===== src/rtl/piso_pkg.sv =====
// Shared definitions for the parallel-in/serial-out stream shifter.
// No logic: state encoding and bit-order constants only.
// Imported by piso_stream.
package piso_pkg;

   // State encoding of the shifter FSM
   localparam logic ST_IDLE  = 1'b0;
   localparam logic ST_SHIFT = 1'b1;

   // Bit order selector values, sampled with the parallel word
   localparam logic ORDER_LSB = 1'b0;
   localparam logic ORDER_MSB = 1'b1;

   typedef enum logic {
      IDLE  = ST_IDLE,
      SHIFT = ST_SHIFT
   } piso_state_t;

endpackage


===== src/rtl/piso_stream.sv =====
// Parallel word in, one bit per consumed cycle out, per-frame MSB/LSB-first order.
// Latency: first bit on dout the cycle after the load handshake; WIDTH cycles per frame unstalled.
// Backpressure: shift_en=0 freezes the frame; load_ready only in IDLE or on the consumed last bit.
module piso_stream
   import piso_pkg::*;
#(
   parameter  int WIDTH = 4,
   localparam int CNT_W = $clog2(WIDTH)
) (
   input  logic             clk,
   input  logic             rst,
   input  logic             load_valid,
   output logic             load_ready,
   input  logic [WIDTH-1:0] din,
   input  logic             msb_first,
   input  logic             shift_en,
   output logic             dout,
   output logic             dout_valid,
   output logic             last,
   output logic             busy
);

   localparam logic [CNT_W-1:0] CNT_LAST = CNT_W'(WIDTH - 1);

   piso_state_t      state, state_nx;
   logic [WIDTH-1:0] sreg, sreg_nx;
   logic [CNT_W-1:0] cnt, cnt_nx;
   logic             dir, dir_nx;

   logic             in_shift;
   logic             last_bit;
   logic             consume;
   logic             accept;

   // Handshake and frame-position decode; load_ready never looks at load_valid
   always_comb begin
      in_shift   = (state == SHIFT);
      last_bit   = in_shift && (cnt == CNT_LAST);
      consume    = in_shift && shift_en;
      load_ready = !in_shift || (last_bit && shift_en);
      accept     = load_valid && load_ready;
   end

   // Next-state: a load wins over the frame end so back-to-back words leave no gap
   always_comb begin
      state_nx = state;
      sreg_nx  = sreg;
      cnt_nx   = cnt;
      dir_nx   = dir;
      if (accept) begin
         state_nx = SHIFT;
         sreg_nx  = din;
         dir_nx   = msb_first;
         cnt_nx   = '0;
      end else if (consume) begin
         // Move the next bit toward the output end, zero-filling behind it
         if (dir == ORDER_LSB) begin
            sreg_nx = {1'b0, sreg[WIDTH-1:1]};
         end else begin
            sreg_nx = {sreg[WIDTH-2:0], 1'b0};
         end
         if (last_bit) begin
            state_nx = IDLE;
            cnt_nx   = '0;
         end else begin
            cnt_nx = cnt + CNT_W'(1);
         end
      end
   end

   // State registers; reset discards any frame in flight
   always_ff @(posedge clk or negedge rst) begin
      if (!rst) begin
         state <= IDLE;
         sreg  <= '0;
         cnt   <= '0;
         dir   <= ORDER_MSB;
      end else begin
         state <= state_nx;
         sreg  <= sreg_nx;
         cnt   <= cnt_nx;
         dir   <= dir_nx;
      end
   end

   // Serial outputs are forced quiet outside a frame
   always_comb begin
      dout       = 1'b0;
      dout_valid = in_shift;
      busy       = in_shift;
      last       = last_bit;
      if (in_shift) begin
         dout = (dir == ORDER_MSB) ? sreg[WIDTH-1] : sreg[0];
      end
   end

endmodule


===== config.mk =====
export PLATFORM = sky130hd
export DESIGN_NAME = piso_stream
export DESIGN_NICKNAME = d
export VERILOG_FILES = /design/src/rtl/piso_pkg.sv /design/src/rtl/piso_stream.sv
export SDC_FILE = /design/constraint.sdc
export NUM_CORES = 1
export LEC_CHECK = 0
export ABC_CLOCK_PERIOD_IN_PS = 2900
export BUFFER_PORTS_ARGS = -buffer_cell sky130_fd_sc_hd__buf_2
export CORE_MARGIN = 3
export CORE_UTILIZATION = 35
export DETAILED_ROUTE_END_ITERATION = 7
export GPL_ROUTABILITY_DRIVEN = 0
export PLACE_DENSITY = 0.66
export SYNTH_ARGS = -nofsm -noshare
export SYNTH_HDL_FRONTEND = slang
export SYNTH_SLANG_ARGS = --single-unit
export TNS_END_PERCENT = 30

===== constraint.sdc =====
create_clock -name clk -period 2.9 [get_ports clk]
set_clock_uncertainty 0.15 [all_clocks]
set_input_delay 0.58 -clock clk [delete_from_list [all_inputs] [get_ports clk]]
set_output_delay 0.58 -clock clk [all_outputs]
set_load 0.01 [all_outputs]

## Yosys cells after proc, flatten, opt, wreduce, memory -nomap -nowiden

Index checks and enable logic that the tools add are counted.

| word-level totals | value |
|---|---|
| register bits after elaboration | 8 |
| bits of input ports | 9 |
| word-level logic and storage cells | 26 |

| cells by class | value |
|---|---|
| $add $sub $neg | 1 |
| equal/unequal tests | 1 |
| mux-type cells | 11 |
| reductions and logical operators | 9 |

Operators by type and width:

| kind | number |
|---|---|
| 4-bit two-way mux | 3 |
| 2-bit two-way mux | 3 |
| 1-bit two-way mux | 5 |
| 1-bit logical AND | 4 |
| 2-bit nonzero test | 2 |
| 2-bit by 1-bit adder with 2-bit output, second input constant | 1 |
| 2-bit equality test, second input constant | 1 |
| 2-bit AND reduction | 1 |
| 1-bit zero test | 1 |
| 1-bit logical OR | 1 |

## Longest topological paths before layout

Gate-level depths: netlist of run 1.

| depth | value |
|---|---|
| word-level depth | 7 |
| mapped depth | 5 |

## Worst setup path before layout of run 1

OpenSTA, ideal clock, no wires.

| timing | value |
|---|---|
| kind | register to output |
| start point | reg dir |
| end point | out dout |
| arrival | 1.021 ns |
| data required time | 2.170 ns |
| slack | 1.149 ns |
| stages on the path, launching flop included | 4 |
| buffers on the path | 1 |
| cells stage by stage | dfstp_2 clkbuf_1 mux2i_1 nor2b_1 |

| on the way | value |
|---|---|
| word-level cells in the longest chain between the ends | 2 |

Ends and longest elaborated chain:

| item | RTL line | source |
|---|---|---|
| start: declaration | piso_stream.sv:28 | `logic dir, dir_nx;` |
| start signal: assignment | piso_stream.sv:82 | `dir <= dir_nx;` |
| 1-bit two-way mux | piso_stream.sv:93 | `dout = (dir == ORDER_MSB) ? sreg[WIDTH-1] : sreg[0];` |
| 1-bit two-way mux | piso_stream.sv:92 | `if (in_shift) begin` |
| end: declaration | piso_stream.sv:17 | `output logic dout,` |

No other way between the ends.

## Worst setup path after layout of run 1

| timing | value |
|---|---|
| start point | reg cnt[0] |
| end point | out load_ready |

| on the way | value |
|---|---|
| word-level cells in the longest chain between the ends | 4 |

Ends and longest elaborated chain:

| item | RTL line | source |
|---|---|---|
| start: declaration | piso_stream.sv:27 | `logic [CNT_W-1:0] cnt, cnt_nx;` |
| start signal: assignment | piso_stream.sv:81 | `cnt <= cnt_nx;` |
| 2-bit equality test | piso_stream.sv:38 | `last_bit = in_shift && (cnt == CNT_LAST);` |
| 1-bit logical AND | piso_stream.sv:38 |  |
| 1-bit logical AND | piso_stream.sv:40 | `load_ready = !in_shift \|\| (last_bit && shift_en);` |
| 1-bit logical OR | piso_stream.sv:40 |  |
| end: declaration | piso_stream.sv:13 | `output logic load_ready,` |

No other way between the ends.

==> reports/results.txt, run 1 <==
Total gr overflow: 0
Power per cell area: 912.9 nW/um^2
Die H: 42.71 microns
Layout Cells excl Fill: 73
Via/cell ratio: 5.384
Cell Area, Synth: 471.7 sq um
Sw frac: 34.57%
Largest net degree at the start of global routing: 11
PnR worst setup slack: 0.8102 ns
Total GRT Usage: 11.43%
Cell Int Power: 330.3 uW
Vias: 393
Share of layout cells above drive strength 1: 33.90%
Max-capacitance violation count: 0
Sequential power share: 42.5%
Clk buf depth: 2
CP Capture Type: output pin
Tightest Hold Check Type: in2async
Port Buf Inserts: 13
Critical Path Fanout Max: 9
Clk sink count: 8
Slew Viols, Final: 0
Comb pwr share: 39.5%
Reg2Reg Depth: 4
Rows: 12
HPWL after DPL: 680 microns
Worst vdd ir: 0.3795 mV
Layout area overhead: 17.24%
CP Launch Type: register
Post-CTS Setup Inserts: 0
Root buffer cell: clkbuf_4
Worst-path clk slew: 0.06 ns
Routed len/inst: 11.89 microns
Critical path class: reg2out
TritonCTS Buffers: 3
Syn_area_per_cell: 10.25 sq um
CTS Hold Buffers Added: 0
RSZ-0062 raised after global routing: false
R2r startpoint: cnt[0]
R2R Path End: dir
FF/Latch Area: 201.4 sq um
Die Width: 42.71 microns
Vias in the first global route: 352
Commonest non-fill, non-tap cells in the layout: buf_2 (13), dfrtp_1 (7), nor2b_1 (4), nand2_1 (4)
Commonest non-fill, non-tap cell in the layout: buf_2
Final worst-path cycle share: 72.06%
Multi-input logic area: 235.2 sq um
Post-route ant nets: 0
Clock Latency Late Sink: 0.26 ns
Detailed Routing Iterations Pass 1: 2
CP Data Required Time: 2.17 ns
Final Util: 46.62%
Inst Count DP: 69
First-pass GRT wire length: 1.504 mm
Core Area: 1186 sq um
Initial DRC Count: 8
Total Wirelength: 868 microns
Crit path time final: 2.090 ns
Fill cells: 115
Synth Warn #: 0
Ports: 14
Synthesized instance count: 46
Cell variety after synth: 24
Status: complete, no violations
Slew margin rel.: 67.21%
# H-tree levels: 1
DRC: 0
Switching component of the power: 174.5 uW
Die footprint: 1824 sq um
Fin Setup TNS: 0 ns
Final setup fails: 0
Initial antenna violation count: 0
Slew @ Worst Pin: 0.4823 ns
Synthesized net count: 56
CTS tree: done
Static leakage power: 0.0002728 uW
R2R setup slack: 1.21 ns
# resized after CTS: 0
Clock power frac: 18.0%
# diodes: 0
FF+latch count, synth: 8
Sequential area share after synthesis: 42.71%
Setup slack at placement: 1.035 ns
WP data arrival: 1.36 ns
Initial Util: 39.77%
Nets: 70
Final Hold Viols: 0
Fmax: 0.4785 GHz
## metrics by stage
stage / hold slack, ns / power, uW / area, sq um
floorplan: 0.1344 / 373.4 / 471.7
global placement: 0.2825 / 416.5 / 526.8
detailed placement: 0.2840 / 418.9 / 526.8
CTS: 0.003306 / 513.5 / 553.0
global route: 0.004774 / 551.2 / 553.0
finish: 0.003897 / 504.8 / 553.0
## Yosys cell counts
master    count  area, sq um
nor3b_1       1        7.510
buf_6         1        11.26
dfrtp_1       7        175.2
inv_1         2        7.510
and3_1        2        12.51
a221o_1       2        20.02
clkbuf_1      1        3.750
nand2b_1      1        6.260
a221oi_1      2        17.52
buf_2         1        5.000
mux2_2        2        22.52
mux2i_1       1        10.01
nor2_1        3        11.26
mux2i_2       1        13.76
a21bo_1       1        10.01
nand2_1       4        15.01
a22o_1        2        17.52
a31o_1        2        17.52
and2_1        1        6.260
dfstp_2       1        26.28
nor2b_1       4        25.02
ha_1          1        12.51
buf_4         1        7.510
o21ai_1       2        10.01
## worst max path at each step
stage              from         end  depth (start not counted)
2_1_floorplan       dir        dout                          3
3_3_place_gp   shift_en  load_ready                          3
3_5_place_dp   shift_en  load_ready                          3
4_1_cts          cnt[0]  load_ready                          3
5_1_grt          cnt[0]  load_ready                          3
6_report         cnt[0]  load_ready                          3
## cell type report
class,instances,area share [%]
timing repair buffer,13,11.76
inverter,2,1.357
clock buffer,4,4.751
tap,14,3.167
sequential,8,36.43
multi-input combinational,32,42.53
## worst max-delay path: stages, from the launching register on
cell	delay (ns)
dfrtp_1	0.40
ha_1	0.23
a21bo_1	0.29
buf_2	0.17
## per-layer routing
layer | part of all wire [%] | global-route usage [%] | vias to the layer above
met5 | 0 | 0 | -
met4 | 2.5 | 9.317 | 0
met3 | 8.6 | 5.508 | 2
met2 | 44 | 15.27 | 15
met1 | 44 | 13.51 | 185
li1 | - | - | 191
## power by group through the flow
| stage | combinational, uW | sequential (uW) | clock, uW |
|---|---|---|---|
| after floorplan | 182 | 192 | 0 |
| after global placement | 199 | 217 | 0 |
| after detailed placement | 203 | 216 | 0 |
| after CTS | 204 | 214 | 95.7 |
| after global routing | 225 | 226 | 101 |
| final | 200 | 215 | 90.7 |
## state kept, by name, summed over array words and instances (netlist names)
signal and flops:
sreg 4, cnt 2, dir 1, busy 1
## kinds of logic (layout without fill, tap and decap cells)
logic type,Yosys count,count (layout),share of synthesized area (%)
simple gates,16,16,17.77
buf+inv,6,19,7.426
compound gates,11,11,19.63
mux,4,4,9.813
fa+ha+maj,1,1,2.652
flops,8,8,42.71
Power figures use the tool's default switching activity.
==> run 2, diff against run 1 <==
ABC_CLOCK_PERIOD_IN_PS = 2100   (was 2900)
clock period = 2.1 ns   (was 2.9 ns; I/O delays follow)
==> reports/results.txt, run 2 (synthesized netlist as in run 1, its figures left out) <==
Status: complete, no violations
Nets: 72
# diodes: 0
Cells along the critical path: ha_1, a21bo_1, buf_2
Initial DRC Count: 6
CP Launch Type: register
Vias in the first global route: 383
First-pass GRT wire length: 1.566 mm
Crit path time final: 1.912 ns
Port Buf Inserts: 13
Cell Int Power: 461.8 uW
WP data arrival: 1.34 ns
RSZ-0062 raised after global routing: false
Layout area overhead: 20.95%
Total GRT Usage: 11.97%
M1 WL: 456 microns
Cell family with the largest share of critical-path delay: flip-flops
Critical Path Fanout Max: 9
PnR worst setup slack: 0.1881 ns
CTS tree: done
Slowest CP cell: dfrtp_1
Core Area: 1186 sq um
# H-tree levels: 1
Critical path launch point: cnt[0]
Commonest non-fill, non-tap cell in the layout: buf_2
Clock power frac: 18.3%
Total Wirelength: 956 microns
Tightest Hold Check Type: in2reg
Fmax: 0.5230 GHz
CP Data Required Time: 1.53 ns
Post-route ant nets: 0
Max-capacitance violation count: 0
R2r startpoint: cnt[0]
Die footprint: 1824 sq um
Met2 WL: 397 microns
# resized after CTS: 0
Hold Path Origin: msb_first
Die H: 42.71 microns
Worst path bufs/invs: 1
Clk buf depth: 2
Ports: 14
DRC: 0
Fin Setup TNS: 0 ns
Slew @ Worst Pin: 0.2995 ns
Routed wl met3: 71 microns
Worst-path clk slew: 0.05 ns
Largest net degree at the start of global routing: 11
Root buffer cell: clkbuf_4
Worst vdd ir: 0.5038 mV
Final setup fails: 0
Share of layout cells above drive strength 1: 34.43%
Top reg by flops: sreg
Final worst-path cycle share: 91.04%
Power per cell area: 1250 nW/um^2
Highest metal used: met4
Via/cell ratio: 5.253
Final Hold Viols: 0
Slew margin rel.: 80.03%
Sw frac: 35.24%
CP Capture Type: output pin
Vias: 394
HPWL after DPL: 706.4 microns
Critical path class: reg2out
Detailed Routing Iterations Pass 1: 4
R2R setup slack: 0.45 ns
Total gr overflow: 0
Comb pwr share: 40.4%
Clock Latency Late Sink: 0.27 ns
Largest registers: sreg (4), cnt (2)
Commonest non-fill, non-tap cells in the layout: buf_2 (13), dfrtp_1 (7), nor2b_1 (4), nand2_1 (4)
TritonCTS Buffers: 3
Initial antenna violation count: 0
Largest stage delay on the critical path: 0.39 ns
Rows: 12
Routed len/inst: 12.75 microns
Switching component of the power: 251.3 uW
Clk sink count: 8
Largest register FFs: 4
Sequential power share: 41.3%
Initial Util: 39.77%
Slew Viols, Final: 0
Setup slack at placement: 0.4356 ns
Static leakage power: 0.0002818 uW
Die Width: 42.71 microns
## run 2: cell types whose count changed in the layout (fill, tap and decap cells not counted)
cell | previous run | this run
buf_4 | 0 | 1
dlygate4sd3_1 | 0 | 1
## run 2: what timing repair did
action / 4_1_cts / 5_1_grt
hold buffers: 1 / 0
setup endpoints to repair: 0 / 0
hold endpoints to repair: 7 / 0
buffers inserted: 0 / 0
## run 2: path summary, 6_finish.rpt
kind	cells past startpoint	endpoint
max in group asynchronous	2	dir
worst min register to register	2	sreg[2]
worst max-delay path	3	load_ready
worst min-delay path	2	dir
worst max register to register	4	sreg[3]
min in group asynchronous	2	sreg[1]
## run 2: per-stage QoR
stage	cells	hold WS [ns]	total power, uW	cell area, sq um	utilization [%]
global placement	70	0.1217	578.9	534.3	45.04
global route	75	0.2485	768.4	570.5	48.10
floorplan	46	-0.02559	515.6	471.7	-
CTS	75	0.2487	720.3	570.5	48.10
detailed placement	70	0.1235	582.5	534.3	45.04
finish	75	0.2544	713.0	570.5	48.10
## run 2: final cells by class
class	count	area [sq um]
Fill cell	122	615.6
Multi-Input combinational cell	32	235.2
Sequential cell	8	201.4
Timing Repair Buffer	15	82.58
Clock buffer	4	26.28
Tap cell	14	17.52
Inverter	2	7.507
## run 2: power groups by stage
stage | clock, uW | combinational, uW | sequential, uW
2_1_floorplan | 0 | 251 | 265
3_3_place_gp | 0 | 285 | 294
3_5_place_dp | 0 | 286 | 296
4_1_cts | 134 | 293 | 293
5_1_grt | 145 | 319 | 305
6_report | 130 | 288 | 294
## run 2: per-layer routing
metal,up-vias,global-route usage [%]
met5,-,0
met4,0,10.56
met3,5,4.237
met2,18,16.17
met1,177,14.58
li1,194,-
==> run 3, diff against run 2 <==
ABC_CLOCK_PERIOD_IN_PS = 2000   (was 2100)
MAX_ROUTING_LAYER = met4   (was not set)
clock period = 2 ns   (was 2.1 ns; I/O delays follow)
==> reports/results.txt, run 3 (synthesized netlist as in run 1, its figures left out) <==
Slew margin rel.: 76.67%
Clk sink count: 8
Inst Count DP: 70
Max-capacitance violation count: 0
CP Launch Type: register
Cell Int Power: 484.7 uW
RSZ-0062 raised after global routing: false
Routed len/inst: 13.85 microns
Layout area overhead: 20.95%
Largest registers: sreg (4), cnt (2)
Pwr Total: 762.3 uW
FF/Latch Area: 201.4 sq um
CP Capture Type: output pin
Top reg by flops: sreg
Final setup fails: 0
Power per cell area: 1336 nW/um^2
DRC: 0
Total gr overflow: 0
Initial Util: 39.77%
Critical Path Fanout Max: 9
Largest net degree at the start of global routing: 11
Core Area: 1186 sq um
Rows: 12
Final Hold Viols: 0
WP data arrival: 1.37 ns
Die Width: 42.71 microns
Switching component of the power: 277.6 uW
Multi-input logic area: 235.2 sq um
Worst-path clk slew: 0.06 ns
Cells along the critical path: ha_1, a21bo_1, buf_2
Commonest non-fill, non-tap cell in the layout: buf_2
Sequential power share: 40.7%
Ports: 14
Slowest CP cell: dfrtp_1
Initial DRC Count: 7
Vias: 399
Nets: 72
Largest stage delay on the critical path: 0.41 ns
TritonCTS Buffers: 3
Clock Latency Late Sink: 0.26 ns
Root buffer cell: clkbuf_4
Via/cell ratio: 5.320
Die H: 42.71 microns
Total GRT Usage: 12.40%
Layout Cells excl Fill: 75
HPWL after DPL: 720.3 microns
First-pass GRT wire length: 1.552 mm
Clk buf depth: 2
Fmax: 0.5216 GHz
Critical path class: reg2out
Slew @ Worst Pin: 0.3431 ns
Initial antenna violation count: 0
Final worst-path cycle share: 95.87%
Detailed Routing Iterations Pass 1: 3
Port Buf Inserts: 13
# diodes: 0
Fill cells: 125
Static leakage power: 0.0002818 uW
# H-tree levels: 1
Commonest non-fill, non-tap cells in the layout: buf_2 (13), dfrtp_1 (7), nor2b_1 (4), nand2_1 (4)
CP Data Required Time: 1.45 ns
CTS tree: done
Crit path time final: 1.917 ns
Status: complete, no violations
Post-route ant nets: 0
Fin Setup TNS: 0 ns
Sw frac: 36.41%
Tightest Hold Check Type: in2reg
Worst vdd ir: 0.4995 mV
Total Wirelength: 1.039 mm
Largest register FFs: 4
Share of layout cells above drive strength 1: 34.43%
Clock power frac: 19.4%
Vias in the first global route: 352
Slew Viols, Final: 0
Comb pwr share: 40.0%
Die footprint: 1824 sq um
## run 3: path summary, 6_finish.rpt
path / startpoint / end / slack [ns] / depth (start not counted)
hold reg to reg: cnt[1] / cnt[1] / 0.37 / 1
hold / removal: msb_first / dir / 0.22 / 2
min in group asynchronous: rst / sreg[0] / 0.35 / 2
max in group asynchronous: rst / dir / 1.11 / 2
setup / recovery: cnt[0] / load_ready / 0.08 / 3
setup reg to reg: cnt[0] / dir / 0.33 / 4
## run 3: layout make-up
type | count | share of cell area [%]
Clock buffer | 4 | 4.605
Inverter | 2 | 1.316
Multi-Input combinational cell | 32 | 41.23
Timing Repair Buffer | 15 | 14.47
Sequential cell | 8 | 35.31
Tap cell | 14 | 3.070
## run 3: repair_timing
item,4_1_cts,5_1_grt
setup buffers,0,0
hold buffers,1,0
gates resized for setup,0,0
setup endpoints to repair,0,0
hold endpoints to repair,7,0
## run 3: power groups by stage
| stage | clock network [uW] | registers (uW) | logic (uW) |
|---|---|---|---|
| 3_5_place_dp | 0 | 312 | 302 |
| 2_1_floorplan | 0 | 278 | 264 |
| 3_3_place_gp | 0 | 308 | 301 |
| 6_report | 148 | 310 | 305 |
| 5_1_grt | 154 | 320 | 344 |
| 4_1_cts | 148 | 308 | 307 |
## run 3: per-stage QoR
| stage | instance area [sq um] | hold slack, ns | setup slack [ns] | utilization, % |
|---|---|---|---|---|
| 2_1_floorplan | 471.7 | -0.04559 | 0.3972 | - |
| 6_report | 570.5 | 0.2197 | 0.08265 | 48.10 |
| 3_3_place_gp | 534.3 | 0.1012 | 0.3585 | 45.04 |
| 5_1_grt | 570.5 | 0.2266 | 0.01425 | 48.10 |
| 3_5_place_dp | 534.3 | 0.1023 | 0.3324 | 45.04 |
| 4_1_cts | 570.5 | 0.2181 | 0.08491 | 48.10 |
## run 3: per-layer routing
metal / wire length [microns] / vias to the layer above / GRT usage [%]
met5: 0 / - / -
met4: 35 / 0 / 13.04
met3: 62 / 4 / 1.695
met2: 421 / 14 / 15.27
met1: 518 / 187 / 16.23
li1: - / 194 / -
## run 3: worst max-delay path: cells and delay by family (launching register included)
kind	cells	cell delay, ns
DFF	1	0.41
buffers and inverters	1	0.18
adders and majority gates	1	0.23
AOI/OAI and AO/OA	1	0.29
